### config.mk
export PLATFORM = sky130hd
export DESIGN_NAME = decoder_sweep_flat
export DESIGN_NICKNAME = d
export VERILOG_FILES = /design/src/rtl/decoder_sweep_pkg.sv /design/src/rtl/decoder_sweep_if.sv /design/src/rtl/decoder_sweep_decoder_n.sv /design/src/rtl/decoder_sweep.sv /design/src/flat_wrapper.sv
export SDC_FILE = /design/constraint.sdc
export NUM_CORES = 1
export LEC_CHECK = 0
export BUFFER_PORTS_ARGS = -buffer_cell sky130_fd_sc_hd__buf_2
export CAP_MARGIN = 15
export CORE_ASPECT_RATIO = 1.25
export CORE_UTILIZATION = 40
export DETAILED_ROUTE_END_ITERATION = 6
export GPL_ROUTABILITY_DRIVEN = 0
export PLACE_DENSITY_LB_ADDON = 0.08
export SLEW_MARGIN = 20
export SYNTH_ARGS = -nofsm -noshare
export SYNTH_HDL_FRONTEND = slang
export SYNTH_SLANG_ARGS = --single-unit
### constraint.sdc
create_clock -name clk -period 3.05 [get_ports clk]
set_input_delay 0.1525 -clock clk [delete_from_list [all_inputs] [get_ports clk]]
set_output_delay 0.1525 -clock clk [all_outputs]
set_load 0.03 [all_outputs]
### src/rtl/decoder_sweep_pkg.sv
// Shared types and helpers for the decoder_sweep block.
// - state_e  : sweep controller states (IDLE, SWEEP)
// - DWELL_W  : width of the per-index dwell counter
// - onehot() : returns a vector with only bit idx set (all-zero if idx >= width)
package decoder_pkg;

  typedef enum logic [0:0] {
    IDLE  = 1'b0,
    SWEEP = 1'b1
  } state_e;

  localparam int DWELL_W    = 8;
  localparam int MAX_ADDR_W = 10;
  localparam int MAX_OUT_W  = 2 ** MAX_ADDR_W;

  // Callers truncate the wide result down to their own output width.
  function automatic logic [MAX_OUT_W-1:0] onehot(input int unsigned idx, input int unsigned width);
    logic [MAX_OUT_W-1:0] r;
    r = '0;
    if ((idx < width) && (idx < MAX_OUT_W)) begin
      r[idx[MAX_ADDR_W-1:0]] = 1'b1;
    end else begin
      r = '0;
    end
    return r;
  endfunction

endpackage

### src/rtl/decoder_sweep_if.sv
// Control/result bundle between the write-select controller and decoder_sweep.
// master : drives dec_en, S, start, abort; observes the decode results.
// slave  : the decoder itself.
interface decoder_sweep_if #(
  parameter int ADDR_W = 5
);
  localparam int OUT_W = 2 ** ADDR_W;

  logic              dec_en;
  logic [ADDR_W-1:0] S;
  logic              start;
  logic              abort;
  logic [OUT_W-1:0]  m;
  logic              m_valid;
  logic              busy;
  logic              done;
  logic [ADDR_W-1:0] cur_idx;

  modport master (
    output dec_en, S, start, abort,
    input  m, m_valid, busy, done, cur_idx
  );

  modport slave (
    input  dec_en, S, start, abort,
    output m, m_valid, busy, done, cur_idx
  );
endinterface

### src/rtl/decoder_sweep_decoder_n.sv
// Combinational ADDR_W-to-2**ADDR_W one-hot decoder with enable.
// en_i : when 0 the output is all-zero
// a_i  : index to decode
// y_o  : one-hot (or zero) result
module decoder_n
  import decoder_pkg::*;
#(
  parameter int ADDR_W = 5
) (
  input  logic                 en_i,
  input  logic [ADDR_W-1:0]    a_i,
  output logic [2**ADDR_W-1:0] y_o
);
  localparam int OUT_W = 2 ** ADDR_W;

  // One-hot decode of a_i, gated by the enable.
  always_comb begin
    if (en_i) begin
      y_o = OUT_W'(onehot(32'(a_i), 32'(OUT_W)));
    end else begin
      y_o = '0;
    end
  end
endmodule

### src/rtl/decoder_sweep.sv
// Registered one-hot decoder with a direct mode and a self-timed sweep mode.
// clk   : rising-edge clock
// rst_n : asynchronous active-low reset
// bus   : slave side of decoder_sweep_if (dec_en, S, start, abort in;
//         m, m_valid, busy, done, cur_idx out, all registered)
module decoder_sweep
  import decoder_pkg::*;
#(
  parameter int ADDR_W    = 5,
  parameter int STEP      = 1,
  parameter int MASK_ZERO = 0
) (
  input  logic       clk,
  input  logic       rst_n,
  decoder_sweep_if.slave bus
);
  localparam int OUT_W = 2 ** ADDR_W;

  localparam logic [DWELL_W-1:0] DWELL_LAST = DWELL_W'(STEP - 1);
  localparam logic [ADDR_W-1:0]  IDX_FIRST  = (MASK_ZERO != 0) ? ADDR_W'(1) : ADDR_W'(0);
  localparam logic [ADDR_W-1:0]  IDX_LAST   = ADDR_W'(OUT_W - 1);

  state_e             state_q, state_d;
  logic [DWELL_W-1:0] cnt_q, cnt_d;
  logic [ADDR_W-1:0]  idx_q, idx_d;
  logic [OUT_W-1:0]   m_q, m_d;
  logic               valid_q, valid_d;
  logic               busy_q, busy_d;
  logic               done_q, done_d;
  logic               dec_go_s;
  logic               zero_mask_s;

  // The decoder works on the next index so m lines up with cur_idx after the edge.
  assign zero_mask_s = (MASK_ZERO != 0) && (idx_d == '0);

  decoder_n #(.ADDR_W(ADDR_W)) u_dec (
    .en_i (dec_go_s & ~zero_mask_s),
    .a_i  (idx_d),
    .y_o  (m_d)
  );

  // Next-state and output logic for the IDLE/SWEEP controller.
  always_comb begin
    state_d  = state_q;
    cnt_d    = '0;
    idx_d    = '0;
    valid_d  = 1'b0;
    busy_d   = 1'b0;
    done_d   = 1'b0;
    dec_go_s = 1'b0;
    case (state_q)
      IDLE: begin
        if (bus.start) begin
          state_d  = SWEEP;
          idx_d    = IDX_FIRST;
          valid_d  = 1'b1;
          busy_d   = 1'b1;
          dec_go_s = 1'b1;
        end else if (bus.dec_en) begin
          idx_d    = bus.S;
          valid_d  = 1'b1;
          dec_go_s = 1'b1;
        end else begin
          idx_d    = '0;
        end
      end
      SWEEP: begin
        // abort wins over a completion landing in the same cycle
        if (bus.abort) begin
          state_d = IDLE;
        end else if (cnt_q == DWELL_LAST) begin
          if (idx_q == IDX_LAST) begin
            state_d = IDLE;
            done_d  = 1'b1;
          end else begin
            idx_d    = idx_q + ADDR_W'(1);
            valid_d  = 1'b1;
            busy_d   = 1'b1;
            dec_go_s = 1'b1;
          end
        end else begin
          cnt_d    = cnt_q + DWELL_W'(1);
          idx_d    = idx_q;
          valid_d  = 1'b1;
          busy_d   = 1'b1;
          dec_go_s = 1'b1;
        end
      end
      default: begin
        state_d = IDLE;
      end
    endcase
  end

  // State, counters and registered outputs.
  always_ff @(posedge clk or negedge rst_n) begin
    if (!rst_n) begin
      state_q <= IDLE;
      cnt_q   <= '0;
      idx_q   <= '0;
      m_q     <= '0;
      valid_q <= 1'b0;
      busy_q  <= 1'b0;
      done_q  <= 1'b0;
    end else begin
      state_q <= state_d;
      cnt_q   <= cnt_d;
      idx_q   <= idx_d;
      m_q     <= m_d;
      valid_q <= valid_d;
      busy_q  <= busy_d;
      done_q  <= done_d;
    end
  end

  assign bus.m       = m_q;
  assign bus.m_valid = valid_q;
  assign bus.busy    = busy_q;
  assign bus.done    = done_q;
  assign bus.cur_idx = idx_q;
endmodule

### src/flat_wrapper.sv
// flat-port wrapper written by rule: the top's interface ports become plain ports
module decoder_sweep_flat import decoder_pkg::*;
#(
  parameter int ADDR_W    = 5,
  parameter int STEP      = 1,
  parameter int MASK_ZERO = 0
)
  (clk, rst_n, bus_dec_en, bus_S, bus_start, bus_abort, bus_m, bus_m_valid, bus_busy, bus_done, bus_cur_idx);
  decoder_sweep_if #(.ADDR_W(ADDR_W)) bus_i ();
  input  logic clk;
  input  logic rst_n;
  input wire logic [$bits(bus_i.dec_en)-1:0] bus_dec_en;
  input wire logic [$bits(bus_i.S)-1:0] bus_S;
  input wire logic [$bits(bus_i.start)-1:0] bus_start;
  input wire logic [$bits(bus_i.abort)-1:0] bus_abort;
  output wire logic [$bits(bus_i.m)-1:0] bus_m;
  output wire logic [$bits(bus_i.m_valid)-1:0] bus_m_valid;
  output wire logic [$bits(bus_i.busy)-1:0] bus_busy;
  output wire logic [$bits(bus_i.done)-1:0] bus_done;
  output wire logic [$bits(bus_i.cur_idx)-1:0] bus_cur_idx;
  assign bus_i.dec_en = bus_dec_en;
  assign bus_i.S = bus_S;
  assign bus_i.start = bus_start;
  assign bus_i.abort = bus_abort;
  assign bus_m = bus_i.m;
  assign bus_m_valid = bus_i.m_valid;
  assign bus_busy = bus_i.busy;
  assign bus_done = bus_i.done;
  assign bus_cur_idx = bus_i.cur_idx;
  decoder_sweep #(.ADDR_W(ADDR_W), .STEP(STEP), .MASK_ZERO(MASK_ZERO)) u_core (.clk(clk), .rst_n(rst_n), .bus(bus_i));
endmodule
Yosys cells after proc, flatten, opt, wreduce, memory -nomap -nowiden
Index checks and enable logic that the tools add are counted.
{"block": "word_totals", "ramBits": 0, "mem_bits_ro": 0, "n_memories": 0, "register_bits": 48, "latch_bits": 0}
{"block": "op_classes", "n_shift": 0, "mul": 0, "bitwise_logic": 1, "n_eq_ne": 1, "mux": 24, "add_sub_neg": 2, "reduce_logical": 2, "n_div": 0, "n_lt_le_gt_ge": 2}
{"operator": "$mux W32", "count": 1}
{"operator": "$mux W5", "count": 5}
{"operator": "$mux W8", "count": 3}
{"operator": "$lt A5 B11 Y1 const B", "count": 1}
{"operator": "$mux W1", "count": 11}
{"operator": "$pmux W5 S2", "count": 1}
{"operator": "$add A8 B1 Y8 const B", "count": 1}
{"operator": "$logic_not A8 Y1", "count": 1}
{"operator": "$add A5 B1 Y5 const B", "count": 1}
{"operator": "$demux W1 S5", "count": 1}
{"operator": "$eq A5 B5 Y1 const B", "count": 1}
{"operator": "$ge A5 B1 Y1 const B", "count": 1}
{"operator": "$pmux W1 S2", "count": 2}
{"operator": "$logic_and A1 B1 Y1", "count": 1}
{"operator": "$not A1 Y1", "count": 1}

Depth between registers and ports, before layout
{"block": "depth", "depth_word": 10, "ltp_mapped": 9, "ltp_nobuf": 8}

Cells and area by module
From an unflattened synthesis, not the netlist that was laid out.
{"block": "unflattened", "hier_cells": 171, "area_unflattened_um2": 1909.3}
{"mod": "decoder_sweep", "cells_per_inst": 124, "area_per_inst_um2": 1679.1, "n_inst": 1}
{"mod": "decoder_n", "cells_per_inst": 47, "area_per_inst_um2": 230.2, "n_inst": 1}

Worst setup path before layout
No wires, ideal clock.
{"block": "synth_timing", "kind": "register -> register", "startpoint": "reg u_core.idx_q[0], in the netlist u_core.bus.cur_idx[0]", "endpoint": "reg u_core.m_q[10], in the netlist u_core.bus.m[10]", "setup_ns": 0.075, "setup_slack_ns": 0.513, "stages_incl_launch_ff": 9, "arrival_time_ns": 2.462, "synth_period_minus_slack_ns": 2.537, "path_cell_list": "dfrtp_1 -> ha_1 -> and3_1 -> ha_1 -> nor3b_1 -> nand3_1 -> o221ai_1 -> or3b_1 -> nor2_1"}
{"block": "synth_between", "elab_chain_len": 10}
{"item": "start, declared", "line": "decoder_sweep.sv:25", "source": "logic [ADDR_W-1:0] idx_q, idx_d;"}
{"item": "start signal, assigned", "line": "decoder_sweep.sv:108", "source": "idx_q <= idx_d;"}
{"item": "$add A5 B1 Y5 / $eq A5 B5 Y1 (equally long branches)", "line": "decoder_sweep.sv:76, decoder_sweep.sv:72"}
{"item": "$mux W5 *", "line": "decoder_sweep.sv:72", "source": "if (idx_q == IDX_LAST) begin"}
{"item": "$mux W5 *", "line": "decoder_sweep.sv:71", "source": "end else if (cnt_q == DWELL_LAST) begin"}
{"item": "$mux W5 *", "line": "decoder_sweep.sv:69", "source": "if (bus.abort) begin"}
{"item": "$pmux W5 S2 *", "line": "decoder_sweep.sv:51", "source": "case (state_q)"}
{"item": "named net u_core.idx_d[3]", "line": "decoder_sweep.sv:25"}
{"item": "$lt A5 B11 Y1 (not written as such) / $ge A5 B1 Y1 (equally long branches)", "line": "decoder_sweep_pkg.sv:21", "source": "r[idx[MAX_ADDR_W-1:0]] = 1'b1;"}
{"item": "$logic_and A1 B1 Y1 (not written as such)", "line": "decoder_sweep_pkg.sv:21"}
{"item": "$mux W1 (not written as such)", "line": "decoder_sweep_pkg.sv:21"}
{"item": "$demux W1 S5 *", "line": "decoder_sweep_pkg.sv:21"}
{"item": "$mux W32 *", "line": "decoder_sweep_decoder_n.sv:18", "source": "if (en_i) begin"}
{"item": "named net u_core.m_d[10]", "line": "decoder_sweep.sv:26", "source": "logic [OUT_W-1:0] m_q, m_d;"}
{"item": "end signal, assigned", "line": "decoder_sweep.sv:109", "source": "m_q <= m_d;"}
{"item": "end, declared", "line": "decoder_sweep.sv:26"}
Mark *: on every way through the listed nets, which the timed path passes. The rest lies on a longest branch.

Final worst setup path
{"block": "layout_timing", "startpoint": "reg u_core.idx_q[0], in the netlist u_core.bus.cur_idx[0]", "endpoint": "reg u_core.m_q[8], in the netlist u_core.bus.m[8]"}
The elaborated chain is that of the path after synthesis.

==> impl_metrics.tcl <==
set metrics [dict create \
    max_clock_freq_mhz 370 \
    die_height_um 82.8 \
    setup.worst_path.start "u_core.bus.cur_idx[0]" \
    number_of_antenna_violations_at_the_first_check_in_global_routing 0 \
    ir_worst_vdd_mv 0.270 \
    grt_busiest_layer "met2" \
    layout-drive-gt1-share 0.300 \
    slew_headroom 0.603 \
    synth.lib_cells_used.distinct 45 \
    use_met2 0.305 \
    power.density_nw_per_um2 547 \
    viasPerCell 5.18 \
    final_nets 256 \
    cts_setup_buffers 0 \
    crit_path_max_fo 8 \
    finalSetupTns_ns 0 \
    max_slew.worst_pin.slew_ns 0.592 \
    core_area_um2 5040 \
    num_antenna_cells 0 \
    grt_util_met1 0.223 \
    skew_ns 0.00449 \
    vias_in_the_first_global_route 1482 \
    synth_most_common_cell "dfrtp_1" \
    die_area_um2 5510 \
    syn-mean-instance-area_um2 11.3 \
    grt.overflow.total 0 \
    num_rows 29 \
    drtAntennaViolNets 0 \
    synth.yosys.warnings 0 \
    synth_area_um2 2090 \
    global_route.usage.met3 0.0343 \
    dieWidth_um 66.6 \
    dp_hpwl_mm 3.25 \
    main_flop_type_after_synthesis "dfrtp_1" \
    hold_path_startpoint "bus_start" \
    drc 0 \
    route.detailed.wl_per_inst_um 14.7 \
    cts_made_buffers 5 \
    grt_pass1_wl_mm 7.27 \
    yosys.area.top_type_share 0.576 \
    final_critical_path_setup_slack_ns 0.346 \
    timing.critical_path.mode_cell "ha_1" \
    htree_levels 2 \
    whs_ns 0.123 \
    grt_start_max_net_pins 49 \
    hold_viol 0 \
    critPathSlowestCell "dfrtp_1" \
    tritoncts "built" \
    setup_viol 0 \
    area_growth_synth_to_finish_pct 23.2 \
    finalWirelength_mm 4.48 \
    drt_pass1_iterations 4 \
    worst_setup_path_start_kind "flip-flop" \
    stdcell_area_um2 2570 \
    rsz0062_at_grt "false" \
    holdCritPathClass "input pin to flip-flop" \
    timing.max_cap.violations 0 \
    grt_util_all_layers 0.180 \
    cts_num_sinks 48 \
    cts.repair.resized 0 \
    top_level_ports 50 \
    hold-path-cell-count 3 \
    largest_incremental_delay_on_the_critical_path_ns 0.47 \
    clock_latency_ns 0.30 \
    final_min_period_over_clock_period 0.887 \
    maxSlewViolCount 0 \
    worst_setup_slack_before_clock_tree_synthesis_ns 0.434 \
    rr_endpoint "u_core.bus.m[8]" \
    status "complete, no violations" \
    cts.clk_slew.worst_paths_ns 0.09 \
    dr_total_vias 1579 \
    crit_path_end_kind "flip-flop" \
    clockRootBuffer "clkbuf_8" \
    synthesized_instance_count 184 \
    setup.reg_to_reg.worst_slack_ns 0.35 \
    data_required_time_of_the_critical_path_ns 3.28 \
    list_of_cells_traversed_by_the_critical_path "ha_1 -> and3_1 -> ha_1 -> nor3b_1 -> nand3_1 -> o221ai_1 -> or3b_1 -> nor2_1" \
    worst_setup_path_category "flip-flop to flip-flop" \
    leakage_nw 1.32 \
    drt_iter0_drc 72 \
    seq_area_frac_synth 0.576 \
    timing.final.crit_period_ns 2.70 \
    synth_common_cells "48 x dfrtp_1, 35 x nor2_1, 12 x nand3_1" \
    yosys_register_bits 48 \
    post-synth-top-area-cell "dfrtp_1" \
    place.port_buffers 49 \
    netlist_top_cells_area "dfrtp_1 58%, nor2_1 6.3%, nand3_1 2.9%" \
    hold_end "u_core.bus.busy" \
    timing.reg2reg.worst_path_depth 8 \
    synth_async_sr_flop_share 1.00 \
    dpl-instance-area_um2 2420 \
    syn-num-nets 198 \
    cp.arrival_ns 2.93 \
    r2r_start "u_core.bus.cur_idx[0]" \
    cts_max_path_buffers 2 \
    edff_count_synth 0 \
    initial_cell_density_of_the_core 0.414 \
]
area by class of cell:
cell class / count / area, um2
inverter: 8 / 30.0
fill: 494 / 2470
sequential: 48 / 1200
clock inverter: 3 / 68.8
tap: 62 / 77.6
clock buffer: 5 / 68.8
timing repair buffer: 54 / 288
multi-input combinational: 125 / 837
through the flow:
step,instances,util,total power [mW]
after floorplan,184,-,0.806
after global placement,296,0.480,0.876
after detailed placement,296,0.480,0.876
after CTS,304,0.507,1.43
after global routing,305,0.510,1.46
final,305,0.510,1.41
state kept, by name, summed over array words and instances (netlist names):
name	flops
u_core.bus.m	32
u_core.cnt_q	8
u_core.bus.cur_idx	5
u_core.bus.busy	1
u_core.bus.done	1
u_core.bus.m_valid	1
critical path, delay by kind of cell, from the launching register on:
| family | cells | cell delay [ns] |
|---|---|---|
| AOI/OAI and AO/OA | 1 | 0.45 |
| adders and majority gates | 2 | 0.55 |
| DFF | 1 | 0.47 |
| and+or+nand+nor | 5 | 1.15 |
power breakdown:
part	internal, mW	switching (mW)
Sequential	0.655	0.0167
Clock	0.330	0.213
Combinational	0.0611	0.130
repair_timing:
item,4_1_cts,5_1_grt
hold endpoints to repair,0,48
hold buffers,0,1
endpoints found under the setup margin,0,0
worst max path at each step:
stage / cells past startpoint / slack (ns) / end
3_5_place_dp: 8 / 0.43 / u_core.bus.m[10]
4_1_cts: 8 / 0.37 / u_core.bus.m[10]
5_1_grt: 8 / 0.16 / u_core.bus.m[11]
2_1_floorplan: 8 / 0.51 / u_core.bus.m[10]
6_report: 8 / 0.35 / u_core.bus.m[8]
3_3_place_gp: 8 / 0.34 / u_core.bus.m[9]
per-layer routing:
layer  wire [um]  part of all wire  vias up
met3         166             0.037        4
met1        1930              0.43      776
met4          39            0.0087        0
met2        2340              0.52       33
met5           0                 0        -
li1            -                 -      766
logic make-up (layout without fill, tap and decap cells):
| family | Yosys count | after routing | synth area share |
|---|---|---|---|
| simple gates | 92 | 92 | 0.251 |
| buf+inv | 11 | 70 | 0.0234 |
| compound gates | 23 | 23 | 0.101 |
| flops | 48 | 48 | 0.576 |
| xor+xnor | 6 | 6 | 0.0252 |
| fa+ha+maj | 4 | 4 | 0.0240 |
layout by cell type (no fill, tap or decap), types with 2 or more instances in the layout:
cell type  synthesis  layout
and2_1             2       2
nor2_1            35      35
nor3_2             2       2
buf_4              0       5
bufinv_16          0       2
clkbuf_8           0       5
xnor2_1            3       3
o21ai_0            4       4
nor2b_1            2       2
nor3b_2            2       2
a31oi_1            2       2
ha_1               4       4
inv_1              8       8
nand3_1           12      12
xor2_1             3       3
buf_2              0      48
nand4_1            4       4
and3_1             5       5
nor3b_1            5       5
nor3_1             3       3
nand2_1            7       7
dfrtp_1           48      48
o211ai_1           3       3
a21oi_1            2       2
nand3b_1           3       3
No activity file was read; power rests on OpenSTA's default activity.
